[config.mk]
export PLATFORM = sky130hd
export DESIGN_NAME = vpu_ub_writer
export DESIGN_NICKNAME = d
export VERILOG_FILES = /design/src/rtl/vpu_ub_writer.sv
export SDC_FILE = /design/constraint.sdc
export NUM_CORES = 1
export LEC_CHECK = 0
export ABC_AREA = 1
export BUFFER_PORTS_ARGS = -buffer_cell sky130_fd_sc_hd__buf_2
export CORE_MARGIN = 2
export CORE_UTILIZATION = 40
export DETAILED_ROUTE_END_ITERATION = 10
export HOLD_SLACK_MARGIN = 0.15
export PLACE_DENSITY = 0.73
export SLEW_MARGIN = 20
export SYNTH_ARGS = -nofsm -noshare
export SYNTH_HDL_FRONTEND = slang
export SYNTH_SLANG_ARGS = --single-unit
[constraint.sdc]
create_clock -name clk -period 2.7 [get_ports clk]
set_input_delay 0.135 -clock clk [delete_from_list [all_inputs] [get_ports clk]]
set_output_delay 0.135 -clock clk [all_outputs]
set_load 0.05 [all_outputs]
[src/rtl/vpu_ub_writer.sv]
// Deskews the two VPU result lanes into {lane2, lane1} pairs and writes them to sequential UB addresses.
// Latency: one cycle from the lane-2 valid that completes a pair to its UB write; done coincides with the final write.
// Backpressure: none. Lane 1 is buffered for up to FIFO_DEPTH cycles of skew. Orphan or overflowing elements are dropped and raise sticky flags.
//
// Ports:
//   clk, rst_n             clock and asynchronous active-low reset
//   start, base_addr,      transfer kick-off; base and row count are captured when start is accepted in IDLE
//   num_rows
//   in_data_1/in_valid_1   lane-1 element stream (leads)
//   in_data_2/in_valid_2   lane-2 element stream (lags)
//   ub_wr_en/addr/data     registered UB write port
//   busy, done             transfer status; done is a one-cycle pulse
//   err_skew, err_ovf      sticky protocol error flags, cleared by the next accepted start
module vpu_ub_writer #(
  parameter int DATA_W     = 16,
  parameter int ADDR_W     = 8,
  parameter int FIFO_DEPTH = 2
) (
  input  logic                  clk,
  input  logic                  rst_n,
  input  logic                  start,
  input  logic [ADDR_W-1:0]     base_addr,
  input  logic [ADDR_W-1:0]     num_rows,
  input  logic [DATA_W-1:0]     in_data_1,
  input  logic                  in_valid_1,
  input  logic [DATA_W-1:0]     in_data_2,
  input  logic                  in_valid_2,
  output logic                  ub_wr_en,
  output logic [ADDR_W-1:0]     ub_wr_addr,
  output logic [2*DATA_W-1:0]   ub_wr_data,
  output logic                  busy,
  output logic                  done,
  output logic                  err_skew,
  output logic                  err_ovf
);

  localparam int PTR_W = (FIFO_DEPTH > 1) ? $clog2(FIFO_DEPTH) : 1;
  localparam int CNT_W = $clog2(FIFO_DEPTH + 1);

  typedef enum logic [1:0] {S_IDLE, S_RUN, S_DONE} state_t;

  state_t              state_q, state_d;
  logic [ADDR_W-1:0]   base_q, rows_q, pair_idx_q;
  logic [DATA_W-1:0]   fifo_mem [FIFO_DEPTH];
  logic [PTR_W-1:0]    rd_ptr_q, wr_ptr_q;
  logic [CNT_W-1:0]    fifo_cnt_q;

  logic                fifo_empty, fifo_full;
  logic                push, pop, pair_fire, skew_hit, ovf_hit, accept_start, last_pair;
  logic [DATA_W-1:0]   pair_lo;

  assign fifo_empty   = (fifo_cnt_q == '0);
  assign fifo_full    = (fifo_cnt_q == CNT_W'(FIFO_DEPTH));
  assign last_pair    = (pair_idx_q == rows_q - ADDR_W'(1));
  assign accept_start = (state_q == S_IDLE) && start;

  assign busy = (state_q != S_IDLE);
  assign done = (state_q == S_DONE);

  function automatic logic [PTR_W-1:0] ptr_inc(input logic [PTR_W-1:0] p);
    return (p == PTR_W'(FIFO_DEPTH - 1)) ? '0 : p + PTR_W'(1);
  endfunction

  // Pairing decision and next state. FIFO occupancy is taken from before this
  // cycle's update, so a pop from a full FIFO makes room for a simultaneous push.
  always_comb begin
    state_d   = state_q;
    push      = 1'b0;
    pop       = 1'b0;
    pair_fire = 1'b0;
    skew_hit  = 1'b0;
    ovf_hit   = 1'b0;
    pair_lo   = in_data_1;
    case (state_q)
      S_IDLE: begin
        if (start) state_d = (num_rows == '0) ? S_DONE : S_RUN;
      end
      S_RUN: begin
        if (in_valid_2) begin
          if (!fifo_empty) begin
            pop       = 1'b1;
            pair_fire = 1'b1;
            pair_lo   = fifo_mem[rd_ptr_q];
            push      = in_valid_1;
          end else if (in_valid_1) begin
            // Zero skew: lane 1 pairs directly and is never stored.
            pair_fire = 1'b1;
          end else begin
            skew_hit = 1'b1;
          end
        end else if (in_valid_1) begin
          if (fifo_full) ovf_hit = 1'b1;
          else           push    = 1'b1;
        end
        if (pair_fire && last_pair) state_d = S_DONE;
      end
      S_DONE:  state_d = S_IDLE;
      default: state_d = S_IDLE;
    endcase
  end

  always_ff @(posedge clk or negedge rst_n) begin
    if (!rst_n) state_q <= S_IDLE;
    else        state_q <= state_d;
  end

  // Storage only; occupancy is tracked by the reset-controlled pointers.
  always_ff @(posedge clk) begin
    if (push) fifo_mem[wr_ptr_q] <= in_data_1;
  end

  always_ff @(posedge clk or negedge rst_n) begin
    if (!rst_n) begin
      base_q     <= '0;
      rows_q     <= '0;
      pair_idx_q <= '0;
      rd_ptr_q   <= '0;
      wr_ptr_q   <= '0;
      fifo_cnt_q <= '0;
      ub_wr_en   <= 1'b0;
      ub_wr_addr <= '0;
      ub_wr_data <= '0;
      err_skew   <= 1'b0;
      err_ovf    <= 1'b0;
    end else begin
      ub_wr_en <= pair_fire;
      if (pair_fire) begin
        ub_wr_addr <= base_q + pair_idx_q;
        ub_wr_data <= {in_data_2, pair_lo};
        pair_idx_q <= pair_idx_q + ADDR_W'(1);
      end
      if (push) wr_ptr_q <= ptr_inc(wr_ptr_q);
      if (pop)  rd_ptr_q <= ptr_inc(rd_ptr_q);
      case ({push, pop})
        2'b10:   fifo_cnt_q <= fifo_cnt_q + CNT_W'(1);
        2'b01:   fifo_cnt_q <= fifo_cnt_q - CNT_W'(1);
        default: fifo_cnt_q <= fifo_cnt_q;
      endcase
      err_skew <= err_skew | skew_hit;
      err_ovf  <= err_ovf  | ovf_hit;

      if (accept_start) begin
        base_q     <= base_addr;
        rows_q     <= num_rows;
        pair_idx_q <= '0;
        rd_ptr_q   <= '0;
        wr_ptr_q   <= '0;
        fifo_cnt_q <= '0;
        err_skew   <= 1'b0;
        err_ovf    <= 1'b0;
      end else if (state_q == S_DONE) begin
        // Unpaired lane-1 leftovers do not carry into the next transfer.
        rd_ptr_q   <= '0;
        wr_ptr_q   <= '0;
        fifo_cnt_q <= '0;
      end
    end
  end

endmodule
==> results of run 1 <==
[where the power goes]
group,internal (mW),switching [mW],leakage [nW],total [mW]
registers,2.18,0.370,1.21,2.55
logic,0.929,2.36,1.77,3.29
clock network,0.870,0.580,0.166,1.45
[state kept, by name, indices dropped and copies added, names as in the netlist]
register    count
ub_wr_addr      8
rd_ptr_q        1
fifo_mem       32
ub_wr_data     32
ub_wr_en        1
base_q          8
state_q         2
pair_idx_q      8
rows_q          8
fifo_cnt_q      2
err_skew        1
err_ovf         1
wr_ptr_q        1
[cells in the mapped netlist, types with 5 or more instances]
cell type / number
o21ai_0: 32
inv_1: 45
nand3_1: 22
ha_1: 10
nand2_1: 175
edfxtp_1: 32
buf_2: 13
xnor2_1: 6
nor2_1: 27
dfrtp_1: 73
a31oi_1: 6
nor3_1: 5
a21oi_1: 25
mux2i_1: 16
[critical path, cell delays in order, from the launching register on]
cell and delay (ps):
dfrtp_1 450, nor2_4 200, inv_1 50, o21ai_0 190
inv_1 80, nand2_1 110, ha_1 180, xnor2_1 150
xnor2_1 100, o211ai_1 180, inv_1 60
[kinds of logic (layout without fill, tap and decap cells)]
group                      count (synthesis)  after routing  synth area share [%]
and+or+nand+nor                          246            246                 21.68
DFF                                      105            105                 57.42
AOI/OAI and AO/OA                         69             69                 7.371
buffers and inverters                     65            216                 5.438
muxes                                     16             16                 3.299
adders and majority gates                 11             11                 2.990
xor gates and xnor gates                  10             10                 1.804
[worst max-delay path by stage]
stage,end,cells past startpoint
floorplan,fifo_mem[1][0],7
CTS,fifo_cnt_q[1],10
detailed placement,fifo_cnt_q[1],10
global route,ub_wr_addr[6],11
global placement,ub_wr_addr[6],11
finish,fifo_cnt_q[1],10
[routing by layer]
layer / up-vias / wire length (um) / global-route usage (%) / part of all wire (%)
met5: - / 0 / 0 / 0
met4: 0 / 148 / 5.366 / 1.4
met3: 14 / 448 / 3.441 / 4.2
met2: 93 / 5363 / 30.28 / 50
met1: 1878 / 4823 / 21.52 / 45
li1: 1994 / - / - / -
[per-stage QoR]
step / power (mW) / util, % / cells / hold WS [ps]
5_1_grt: 7.780 / 53.06 / 820 / 255.2
3_3_place_gp: 5.718 / 46.01 / 754 / 331.5
4_1_cts: 7.335 / 53.06 / 820 / 197.0
3_5_place_dp: 5.813 / 46.01 / 754 / 331.2
6_report: 7.296 / 53.06 / 820 / 209.1
2_1_floorplan: 5.030 / - / 522 / -160.6
[cell type report]
cell class	count	area share (%)
timing repair buffer	152	16.23
sequential	105	44.11
multi-input combinational	352	28.53
clock buffer	11	3.999
clock inverter	5	1.366
tap	147	2.910
inverter	48	2.851
==> summary.txt, run 1 <==
Status
  • Outcome: completed

Clock tree
  • H-Tree Level Count: 3
  • PostCTS Resize Cnt: 0
  • Total CTS buffers: 9
  • TritonCTS clock tree: built
  • Post-CTS setup repair buffer count: 0
  • Clock Latency Late Sink: approximately 350 ps
  • Worst-path clk slew: approximately 70 ps
  • Clock root buffer: clkbuf_16
  • TritonCTS Sinks: 105
  • Hold Buf Count CTS: 50
  • Clock Path Buffers: 2

Detailed routing
  • Vias post-DR: 3979
  • DRC Markers: 0
  • Final WL: 10780 um
  • Average wire per standard cell: about 13 um
  • Routed vias/inst: ~4.9
  • Detail Route Antenna Nets: 0
  • Drt first pass iters: 4
  • 1st-iter DRT viols: 260

Global routing
  • All-layer global routing usage: between 10% and 20%
  • Total grt overflow: 0
  • Vias in the first global route: around 3800
  • First-pass GRT wire length: roughly 18000 um
  • Largest net degree at the start of global routing: 74
  • Initial antenna violation count: 0

Floorplan
  • Die Ht: 114.2 um
  • Core ar.: approximately 12000 um2
  • Num rows: 40
  • Die Wd: 114.2 um
  • # IOs: 98
  • Initial core utilization: 40.76%
  • Die area: 13030 um2

Timing
  • Fin. max-slew vios: 0
  • Clk_skew: around 7.3 ps
  • Final Critical Period: roughly 1900 ps
  • Slew @ Worst Pin: about 950 ps
  • # setup viols final: 0
  • Final period utilization: approximately two thirds
  • Min setup slack post-route: 847.8 ps
  • Total negative slack: 0 ps
  • Slew margin rel.: 36.60%
  • Fmax: ~540 MHz
  • RSZ-0062 raised after global routing: false
  • Final hold vios: 0

Power
  • VDD IR max: ~0.45 mV
  • Static Leak: around 3.2 nW
  • Power density cells: between 1000 and 1500 nW/um2

Placed design
  • DP Worst Slack: 833.4 ps
  • Dpl hpwl: roughly 7200 um
  • PortBufs: 97
  • Dpl cell area: ~5500 um2
  • Routability Congestion: roughly 0.81

Final layout
  • Layout cells sized above 1: 19.61%
  • Post-route cell area: approximately 6300 um2
  • Layout net count: around 730
  • Sequential Area: 2788 um2
  • Number of fill cells in the layout: roughly 1100
  • Leading cell types in the layout, fill and taps excluded: 175 x nand2_1, 96 x buf_2, 73 x dfrtp_1, 50 x dlygate4sd3_1, 45 x inv_1
  • Antenna diode count: 0
  • Footprint of the multi-input gates: 1803 um2
  • Commonest non-fill, non-tap cell in the layout: nand2_1
  • Layout area overhead: 30.18%

Synth
  • Post-Synthesis Cells: roughly 520
  • Mapped Area: 4855 um2
  • Ys Warns: 0
  • Area leader, netlist: dfrtp_1
  • Syn_nets: 586
  • FFs w/ async S/R, synth: a little over two thirds
  • EDFF count, synth: 32
  • Synth area leaders: dfrtp_1 38%, edfxtp_1 20%, nand2_1 14%
  • Yosys top cell area share: a little under two fifths
  • Synth unique cells: 32
  • Post-synth top flop: dfrtp_1
  • Sequential share of the synthesized area: a little under three fifths
  • Yosys reg bits: 105
  • Syn_area_per_cell: ~9.3 um2

Worst setup path
  • Worst path required time: 2940 ps
  • R2r worst-path depth: 10
  • Reg2reg start: fifo_cnt_q[0]
  • Critical path startpoint: fifo_cnt_q[0]
  • R2r endpoint: fifo_cnt_q[1]
  • WP data arrival: 2090 ps
  • Kind of end point of the critical path: register
  • Startpoint types: register
  • Worst-path maximum fanout: 4
  • WS Path Type: reg -> reg
  • Worst R2R Setup Slack: between 800 and 900 ps

Min path
  • Min-delay src: in_valid_1
  • HP Class: in -> reg
  • Worst Hold End: err_skew
  • Worst Hold Path Cells: 4

Job
  • MaxCap Viol Count: 0
Power figures use the tool's default switching activity.
==> run 2: changes to the inputs <==
- PLACE_DENSITY: 0.73 -> 0.76
- clock period: 2.7 -> 1.5 ns (I/O delays scaled with it)
==> run 2 against run 1 <==
The flow now finishes with violations (setup timing). Non-clock buffer count is 57 higher. Final area is 16% higher. Global-route usage is 1.4 points higher. Largest cell class unchanged. Highest routed layer unchanged.
==> summary.txt, run 2 (same netlist as run 1, synthesis figures left out) <==
Final layout
  • Number of fill cells in the layout: around 960
  • Layout area overhead: 51.29%
  • Footprint of the multi-input gates: about 2200 um2
  • Sequential Area: around 2800 um2
  • Commonest non-fill, non-tap cell in the layout: nand2_1
  • Antenna diode count: 0
  • Layout net count: 790
  • Leading cell types in the layout, fill and taps excluded: 165 x nand2_1, 95 x buf_2, 71 x dfrtp_1, 50 x dlygate4sd3_1, 40 x buf_4
  • Layout cells sized above 1: 35.16%
  • Regs by FF count: fifo_mem x32, ub_wr_data x32
  • Layout Cells excl Fill: between 800 and 900

Detailed routing
  • Drt first pass iters: 5
  • Vias post-DR: roughly 4300
  • 1st-iter DRT viols: ~270
  • Final WL: 12620 um
  • DRC Markers: 0
  • Routed vias/inst: 4.893
  • Average wire per standard cell: ~14 um
  • Detail Route Antenna Nets: 0

Placed design
  • Routability Congestion: ~0.83
  • Placed instance count: roughly 790
  • Dpl hpwl: ~7700 um
  • PortBufs: 97

Floorplan
  • Core ar.: about 12000 um2
  • Die Ht: ~110 um
  • Die area: between 10000 and 15000 um2
  • Die Wd: about 110 um
  • Num rows: 40
  • Initial core utilization: about two fifths
  • # IOs: 98

Clock tree
  • Worst-path clk slew: roughly 80 ps
  • TritonCTS clock tree: built
  • Clock root buffer: clkbuf_16
  • TritonCTS Sinks: around 110
  • H-Tree Level Count: 3
  • Total CTS buffers: 9
  • Clock Latency Late Sink: around 340 ps
  • Clock Path Buffers: 2

Timing
  • Min setup slack post-route: -283.6 ps
  • Final Critical Period: between 1500 and 2000 ps
  • Fmax: 560.7 MHz
  • Clk_skew: about 9.0 ps
  • Slew margin rel.: around 70%
  • Final period utilization: 118.9%
  • Final hold vios: 0
  • RSZ-0062 raised after global routing: true
  • Fin. max-slew vios: 0
  • Total negative slack: -5176 ps
  • Slew @ Worst Pin: 462.4 ps
  • # setup viols final: 50

Worst setup path
  • Kind of end point of the critical path: register
  • WS Path Type: reg -> reg
  • Reg2reg start: fifo_cnt_q[1]
  • WP data arrival: about 2000 ps
  • Worst-path maximum fanout: 3
  • Critical path startpoint: fifo_cnt_q[1]
  • Worst path required time: approximately 1700 ps
  • Startpoint types: register

Global routing
  • Initial antenna violation count: 0
  • All-layer global routing usage: between 10% and 20%
  • Total grt overflow: 0
  • Vias in the first global route: around 4200
  • First-pass GRT wire length: roughly 19000 um
  • Largest net degree at the start of global routing: 43

Power
  • Static Leak: 3.521 nW
  • Clk network pwr share: 16.0%
  • Logic gate share of total power: 53.3%
  • Power density cells: approximately 2000 nW/um2
  • Sw Pwr: 6.856 mW
  • VDD IR max: approximately 1.0 mV
  • Int Power: roughly 8 mW
  • Net Sw Frac: 46.01%
  • Seq pwr share: between 30% and 40%
  • PnR Total Power: 14.90 mW

Min path
  • HP Class: in -> reg
  • Min-delay src: in_valid_1

Status
  • Outcome: complete, but fails checks
  • Failing checks: setup timing

Job
  • MaxCap Viol Count: 0
[run 2: changes by cell type in the layout (fill, tap and decap cells not counted), sizes merged]
cell / before / now
inv: 49 / 53
buf: 102 / 154
clkinvlp: 0 / 1
clkinv: 2 / 1
bufinv: 2 / 0
clkbuf: 11 / 13
nand2: 178 / 179
bufbuf: 0 / 1
[run 2: power groups by stage]
stage               clock network (mW)  registers [mW]  logic [mW]
finish                            2.39            4.57        7.94
global route                      2.54            4.66        8.58
CTS                               2.44            4.53        7.24
detailed placement                   0            4.55        6.51
global placement                     0            4.49        6.31
floorplan                            0            6.36        2.75
[run 2: cell type report]
| class | count | share of cell area [%] |
|---|---|---|
| sequential | 105 | 37.99 |
| multi-input combinational | 353 | 29.66 |
| tap | 147 | 2.504 |
| clock inverter | 7 | 1.056 |
| inverter | 48 | 2.555 |
| clock buffer | 9 | 3.066 |
| timing repair buffer | 209 | 23.17 |
[run 2: path summary, 6_finish.rpt]
path,cells past startpoint,to,slack [ps]
setup / recovery,11,fifo_cnt_q[1],-280
max in group asynchronous,3,fifo_cnt_q[0],700
setup reg to reg,11,fifo_cnt_q[1],-280
min in group asynchronous,2,ub_wr_data[6],210
hold / removal,4,err_skew,180
hold reg to reg,2,ub_wr_data[2],470
[run 2: critical path, cell delays in order, from the launching register on]
cell	delay, ps
dfrtp_1	420
buf_6	130
nor2_4	100
inv_1	60
o21ai_1	110
inv_1	80
nand2_2	120
ha_4	180
xnor2_4	130
xnor2_2	100
o211ai_1	190
inv_1	50
[run 2: timing repair]
item	CTS	global route
setup buffers	10	14
setup endpoints to repair	81	65
hold endpoints to repair	155	0
hold buffers	50	0
cloned	3	3
gates resized for setup	40	70
pin swaps	16	46
[run 2: through the flow]
step | worst slack, ps | hold slack [ps] | util (%) | instance area [um2]
4_1_cts | -210.3 | 169.7 | 58.03 | 6912
2_1_floorplan | -146.4 | -220.6 | - | 4891
3_3_place_gp | -89.91 | 50.09 | 48.91 | 5826
3_5_place_dp | -213.5 | 52.83 | 48.91 | 5826
6_report | -283.6 | 179.5 | 61.66 | 7345
5_1_grt | -402.9 | 190.1 | 61.66 | 7345
[run 2: per-layer routing]
metal | global-route usage, % | up-vias | part of all wire (%)
li1 | - | 2116 | -
met1 | 22.03 | 2024 | 39
met2 | 33.93 | 131 | 54
met3 | 3.970 | 25 | 4.9
met4 | 5.528 | 0 | 2.1
met5 | 0 | - | 0
